--- src/rtl/bcd_count_99_pkg.sv ---
// Shared constants, types and digit helpers for the two-digit BCD up/down counter.
package bcd_count_99_pkg;

    localparam int DIGIT_W      = 4;
    localparam int DIGIT_MAX    = 9;
    localparam int TICK_DIV_DEF = 50_000_000;

    typedef logic [DIGIT_W-1:0] digit_t;

    typedef struct packed {
        digit_t tens;
        digit_t units;
    } bcd_t;

    typedef enum logic [1:0] {
        OP_HOLD,
        OP_LOAD,
        OP_UP,
        OP_DOWN
    } count_op_e;

    localparam digit_t DIGIT_MAX_D = digit_t'(DIGIT_MAX);
    localparam bcd_t   BCD_ZERO    = '{tens: '0, units: '0};
    localparam bcd_t   BCD_TOP     = '{tens: DIGIT_MAX_D, units: DIGIT_MAX_D};

    function automatic digit_t clamp_digit(input digit_t d);
        return (d > DIGIT_MAX_D) ? DIGIT_MAX_D : d;
    endfunction

    function automatic bcd_t clamp_bcd(input logic [2*DIGIT_W-1:0] raw);
        bcd_t r;
        r.tens  = clamp_digit(raw[2*DIGIT_W-1:DIGIT_W]);
        r.units = clamp_digit(raw[DIGIT_W-1:0]);
        return r;
    endfunction

endpackage

--- src/rtl/bcd_count_99_tick_gen.sv ---
// Free-running prescaler: emits one tick every TICK_DIV enabled cycles, parked at 0 while disabled.
module tick_gen
    import bcd_count_99_pkg::*;
#(
    parameter int TICK_DIV = TICK_DIV_DEF,
    parameter int TICK_W   = 26
) (
    input  logic clk_i,
    input  logic rst_ni,
    input  logic en_i,
    output logic tick_o
);

    localparam logic [TICK_W-1:0] LAST = TICK_W'(TICK_DIV - 1);

    logic [TICK_W-1:0] cnt_q;
    logic [TICK_W-1:0] cnt_d;
    logic              at_last;

    assign at_last = (cnt_q == LAST);

    always_comb begin
        cnt_d = cnt_q;
        if (!en_i) begin
            cnt_d = '0;
        end else if (at_last) begin
            cnt_d = '0;
        end else begin
            cnt_d = cnt_q + TICK_W'(1);
        end
    end

    always_ff @(posedge clk_i) begin
        if (!rst_ni) begin
            cnt_q <= '0;
        end else begin
            cnt_q <= cnt_d;
        end
    end

    // Gated by reset so a tick can never coincide with a reset edge.
    assign tick_o = en_i & rst_ni & at_last;

endmodule

--- src/rtl/bcd_count_99.sv ---
// Two-digit BCD counter 00..99 with direction, enable, clamped parallel load and wrap pulse.
module bcd_count_99
    import bcd_count_99_pkg::*;
#(
    parameter int TICK_DIV = TICK_DIV_DEF,
    parameter int TICK_W   = 26
) (
    input  logic                 fr_CLOCK_50,
    input  logic                 fr_RESET_N,
    input  logic                 fr_EN,
    input  logic                 fr_UP,
    input  logic                 fr_LOAD,
    input  logic [2*DIGIT_W-1:0] fr_SW,
    output logic [DIGIT_W-1:0]   to_BCD0,
    output logic [DIGIT_W-1:0]   to_BCD1,
    output logic                 to_WRAP,
    output logic                 to_TICK
);

    logic      tick;
    logic      load_q;
    logic      load_edge;
    bcd_t      count_q;
    bcd_t      count_d;
    logic      wrap_q;
    logic      wrap_d;
    count_op_e op;

    function automatic bcd_t bcd_inc(input bcd_t v);
        bcd_t r;
        r = v;
        if (v.units == DIGIT_MAX_D) begin
            r.units = '0;
            r.tens  = (v.tens == DIGIT_MAX_D) ? '0 : v.tens + digit_t'(1);
        end else begin
            r.units = v.units + digit_t'(1);
        end
        return r;
    endfunction

    function automatic bcd_t bcd_dec(input bcd_t v);
        bcd_t r;
        r = v;
        if (v.units == '0) begin
            r.units = DIGIT_MAX_D;
            r.tens  = (v.tens == '0) ? DIGIT_MAX_D : v.tens - digit_t'(1);
        end else begin
            r.units = v.units - digit_t'(1);
        end
        return r;
    endfunction

    tick_gen #(
        .TICK_DIV (TICK_DIV),
        .TICK_W   (TICK_W)
    ) u_tick_gen (
        .clk_i  (fr_CLOCK_50),
        .rst_ni (fr_RESET_N),
        .en_i   (fr_EN),
        .tick_o (tick)
    );

    assign load_edge = fr_LOAD & ~load_q;

    // Load has priority over a coincident tick; the dropped tick cannot wrap.
    always_comb begin
        op = OP_HOLD;
        if (load_edge) begin
            op = OP_LOAD;
        end else if (tick) begin
            op = fr_UP ? OP_UP : OP_DOWN;
        end
    end

    always_comb begin
        count_d = count_q;
        wrap_d  = 1'b0;
        case (op)
            OP_LOAD: count_d = clamp_bcd(fr_SW);
            OP_UP: begin
                count_d = bcd_inc(count_q);
                wrap_d  = (count_q == BCD_TOP);
            end
            OP_DOWN: begin
                count_d = bcd_dec(count_q);
                wrap_d  = (count_q == BCD_ZERO);
            end
            default: count_d = count_q;
        endcase
    end

    always_ff @(posedge fr_CLOCK_50) begin
        if (!fr_RESET_N) begin
            load_q  <= 1'b0;
            count_q <= BCD_ZERO;
            wrap_q  <= 1'b0;
        end else begin
            load_q  <= fr_LOAD;
            count_q <= count_d;
            wrap_q  <= wrap_d;
        end
    end

    assign to_BCD0 = count_q.units;
    assign to_BCD1 = count_q.tens;
    assign to_WRAP = wrap_q;
    assign to_TICK = tick;

endmodule

--- config.mk ---
export PLATFORM = sky130hd
export DESIGN_NAME = bcd_count_99
export DESIGN_NICKNAME = d
export VERILOG_FILES = /design/src/rtl/bcd_count_99_pkg.sv /design/src/rtl/bcd_count_99_tick_gen.sv /design/src/rtl/bcd_count_99.sv
export SDC_FILE = /design/constraint.sdc
export NUM_CORES = 1
export LEC_CHECK = 0
export BUFFER_PORTS_ARGS = -buffer_cell sky130_fd_sc_hd__buf_2
export CORE_UTILIZATION = 28
export DETAILED_ROUTE_END_ITERATION = 10
export REMOVE_ABC_BUFFERS = 1
export SLEW_MARGIN = 15
export SYNTH_ARGS = -nofsm -noshare
export SYNTH_HDL_FRONTEND = slang
export SYNTH_SLANG_ARGS = --single-unit
--- constraint.sdc ---
create_clock -name fr_CLOCK_50 -period 5.2 [get_ports fr_CLOCK_50]
set_input_delay 0.26 -clock fr_CLOCK_50 [delete_from_list [all_inputs] [get_ports fr_CLOCK_50]]
set_output_delay 0.26 -clock fr_CLOCK_50 [all_outputs]
set_load 0.02 [all_outputs]
==> results.json <==
{
  "outcome": "completed",
  "place_inst": 368,
  "ant_nets": 0,
  "synth_area_per_cell_um2": 8.217,
  "yosysWarnings": 0,
  "drc": 0,
  "h-tree-depth": 2,
  "finalWirelength_mm": 4.770,
  "cts_buffers": 5,
  "post-route-util": 0.3304,
  "vdd_drop_max_mv": 0.08875,
  "fin_setup_tns_ns": 0,
  "drtIter0Drc": 65,
  "power_density_nw_per_um2": 253.0,
  "fp.dieH_um": 89.52,
  "hp-class": "input pin to flop",
  "clockBufferDepth": 2,
  "synth_area_leader_cell": "dfxtp_1",
  "cts_tree": "built",
  "maxSlewViolCount": 0,
  "grt_util_all_layers": 0.1262,
  "cts_setup_buffers": 0,
  "clock-root-buffer": "clkbuf_8",
  "routedWlPerCell_um": 12.69,
  "io_buffers": 22,
  "fin_crit_sh": 0.4770,
  "fin_ws_ns": 2.720,
  "viasPerCell": 5.037,
  "grt.met3_usage": 0.03324,
  "rows": 31,
  "drive_gt1_frac": 0.1516,
  "cap_violations": 0,
  "dieArea_um2": 8013,
  "core_um2": 7331,
  "place_ws_ns": 2.825,
  "p_leak_nw": 0.9016,
  "worst-path-buf-inv": 2,
  "clock_latency_ns": 0.30,
  "synth_ff_type": "dfxtp_1",
  "grt_antenna_before_repair": 0,
  "first_pass_iters": 4,
  "start_util": 0.2925,
  "hpwl_mm": 3.367,
  "worstMarginPinSlew_ns": 0.8224,
  "synth.cell_area_um2": 2145,
  "grt_pass1_vias": 1739,
  "rsz0062_at_grt": "false",
  "dieWidth_um": 89.52,
  "yosysMostFrequentCell": "nor2_1",
  "p_total_mw": 0.6128,
  "holdBufCountCts": 0,
  "grt_max_degree": 27,
  "io_pins": 23,
  "synthCells": 261,
  "synth-seq-area-share": 0.3361,
  "area_delta_synth_final_pct": 12.95,
  "max_freq_ghz": 0.4032,
  "routabilityCongestion": 0.8192,
  "slew_headroom": 0.4466,
  "synth_edf_count": 0,
  "final_cells": 376,
  "synth.distinct_cells": 52,
  "cp-start-kind": "flop",
  "fin_crit_ns": 2.480,
  "cp-end-kind": "primary output",
  "crit_fanout": 7,
  "cp_cell_sequence": "ha_1, and3_1, nand4_1, or4_4, inv_1, buf_2",
  "synth-async-reset-ratio": 0,
  "grt_overflow_total": 0,
  "slowest_stage": "or4_4",
  "num-nets-final": 297,
  "ys_top_cells_by_area": "dfxtp_1 (34%), nor2_1 (7.4%), xor2_1 (6.1%), ha_1 (4.7%), xnor2_1 (3.7%)",
  "grt_pass1_wl_mm": 7.790,
  "ys_ff_latch": 36,
  "cts.sinks": 36,
  "postCtsResizedCells": 0,
  "crit_family": "simple AND/OR/NAND/NOR gates",
  "hold_viol": 0,
  "skew_ns": 0.008352,
  "synth_top_area_frac": 0.3361,
  "critical_path_class": "flop to primary output",
  "grt_busiest_layer": "met2",
  "worst_path_largest_cell_delay_ns": 0.65,
  "num_antenna_cells": 0,
  "setup_viol": 0,
  "vias": 1894,
  "synthTopCellsByCount": "nor2_1 (42), dfxtp_1 (36), nand2_1 (15), xor2_1 (15), nand3_1 (14)",
  "crit_arrival_ns": 2.22,
  "grt_use_met1": 0.1505,
  "grt_use_met2": 0.2214,
  "cts.clk_slew.worst_paths_ns": 0.08,
  "critical_path_required_ns": 4.94
}
[worst paths after layout]
kind / startpoint / endpoint / slack (ns) / cells after the start
worst max-delay path: u_tick_gen.cnt_q[0] / to_TICK / 2.72 / 6
worst min register to register: u_tick_gen.cnt_q[0] / u_tick_gen.cnt_q[0] / 0.47 / 1
worst max register to register: u_tick_gen.cnt_q[0] / u_tick_gen.cnt_q[7] / 2.82 / 6
worst min-delay path: fr_LOAD / load_q / 0.19 / 2
[layout make-up]
type / instances / area (um2)
clock inverters: 3 / 42.54
fillers: 763 / 4908
well taps: 99 / 123.9
inverters: 11 / 41.29
repair buffers: 22 / 110.1
flip-flops and latches: 36 / 720.7
clock buffers: 5 / 68.82
multi-input cells: 200 / 1315
[where the power goes]
group | total [mW] | internal (mW) | switching [mW] | leakage, nW
registers | 0.291 | 0.280 | 0.0102 | 0.292
logic | 0.0709 | 0.0302 | 0.0407 | 0.556
clock network | 0.251 | 0.142 | 0.109 | 0.0541
[routing by layer]
| layer | part of all wire | wire length [um] |
|---|---|---|
| met3 | 0.049 | 232 |
| met4 | 0.011 | 51 |
| met2 | 0.46 | 2203 |
| met5 | 0 | 0 |
| met1 | 0.48 | 2282 |
[state kept, by name (all words and copies together) (netlist names)]
register / cells
to_BCD1: 4
u_tick_gen.cnt_q: 26
to_WRAP: 1
to_BCD0: 4
load_q: 1
[logic make-up (layout without fill, tap and decap cells)]
logic type / Yosys count / after routing / share of synthesized area
XOR/XNOR: 24 / 24 / 0.09802
AND/OR/NAND/NOR: 125 / 125 / 0.3075
multiplexers: 7 / 7 / 0.04376
AO/OA/AOI/OAI: 36 / 36 / 0.1173
buffers and inverters: 25 / 41 / 0.05076
flip-flops: 36 / 36 / 0.3361
adder cells (fa/ha/maj): 8 / 8 / 0.04668
[metrics by stage]
step	hold WS [ns]	cell area (um2)
3_3_place_gp	0.4537	2311
3_5_place_dp	0.4598	2311
5_1_grt	0.1915	2422
2_1_floorplan	0.3726	2077
4_1_cts	0.1845	2422
6_report	0.1857	2422
[placed cells by master, fill, tap and decap left out, drive strengths merged, types with 2 or more instances in the layout]
master / n
mux2i: 3
nand4: 12
nor2b: 4
and4: 3
o21bai: 2
o21ai: 8
dfxtp: 36
xnor2: 9
nand2b: 5
inv: 11
buf: 22
mux2: 3
a211oi: 4
o21a: 3
nor3: 8
xor2: 15
ha: 8
nand2: 15
nor2: 42
nor4: 3
or4: 5
o31ai: 2
nand3: 16
a31oi: 2
a21oi: 6
clkbuf: 5
and3: 5
(Power assumes the default switching activity.)
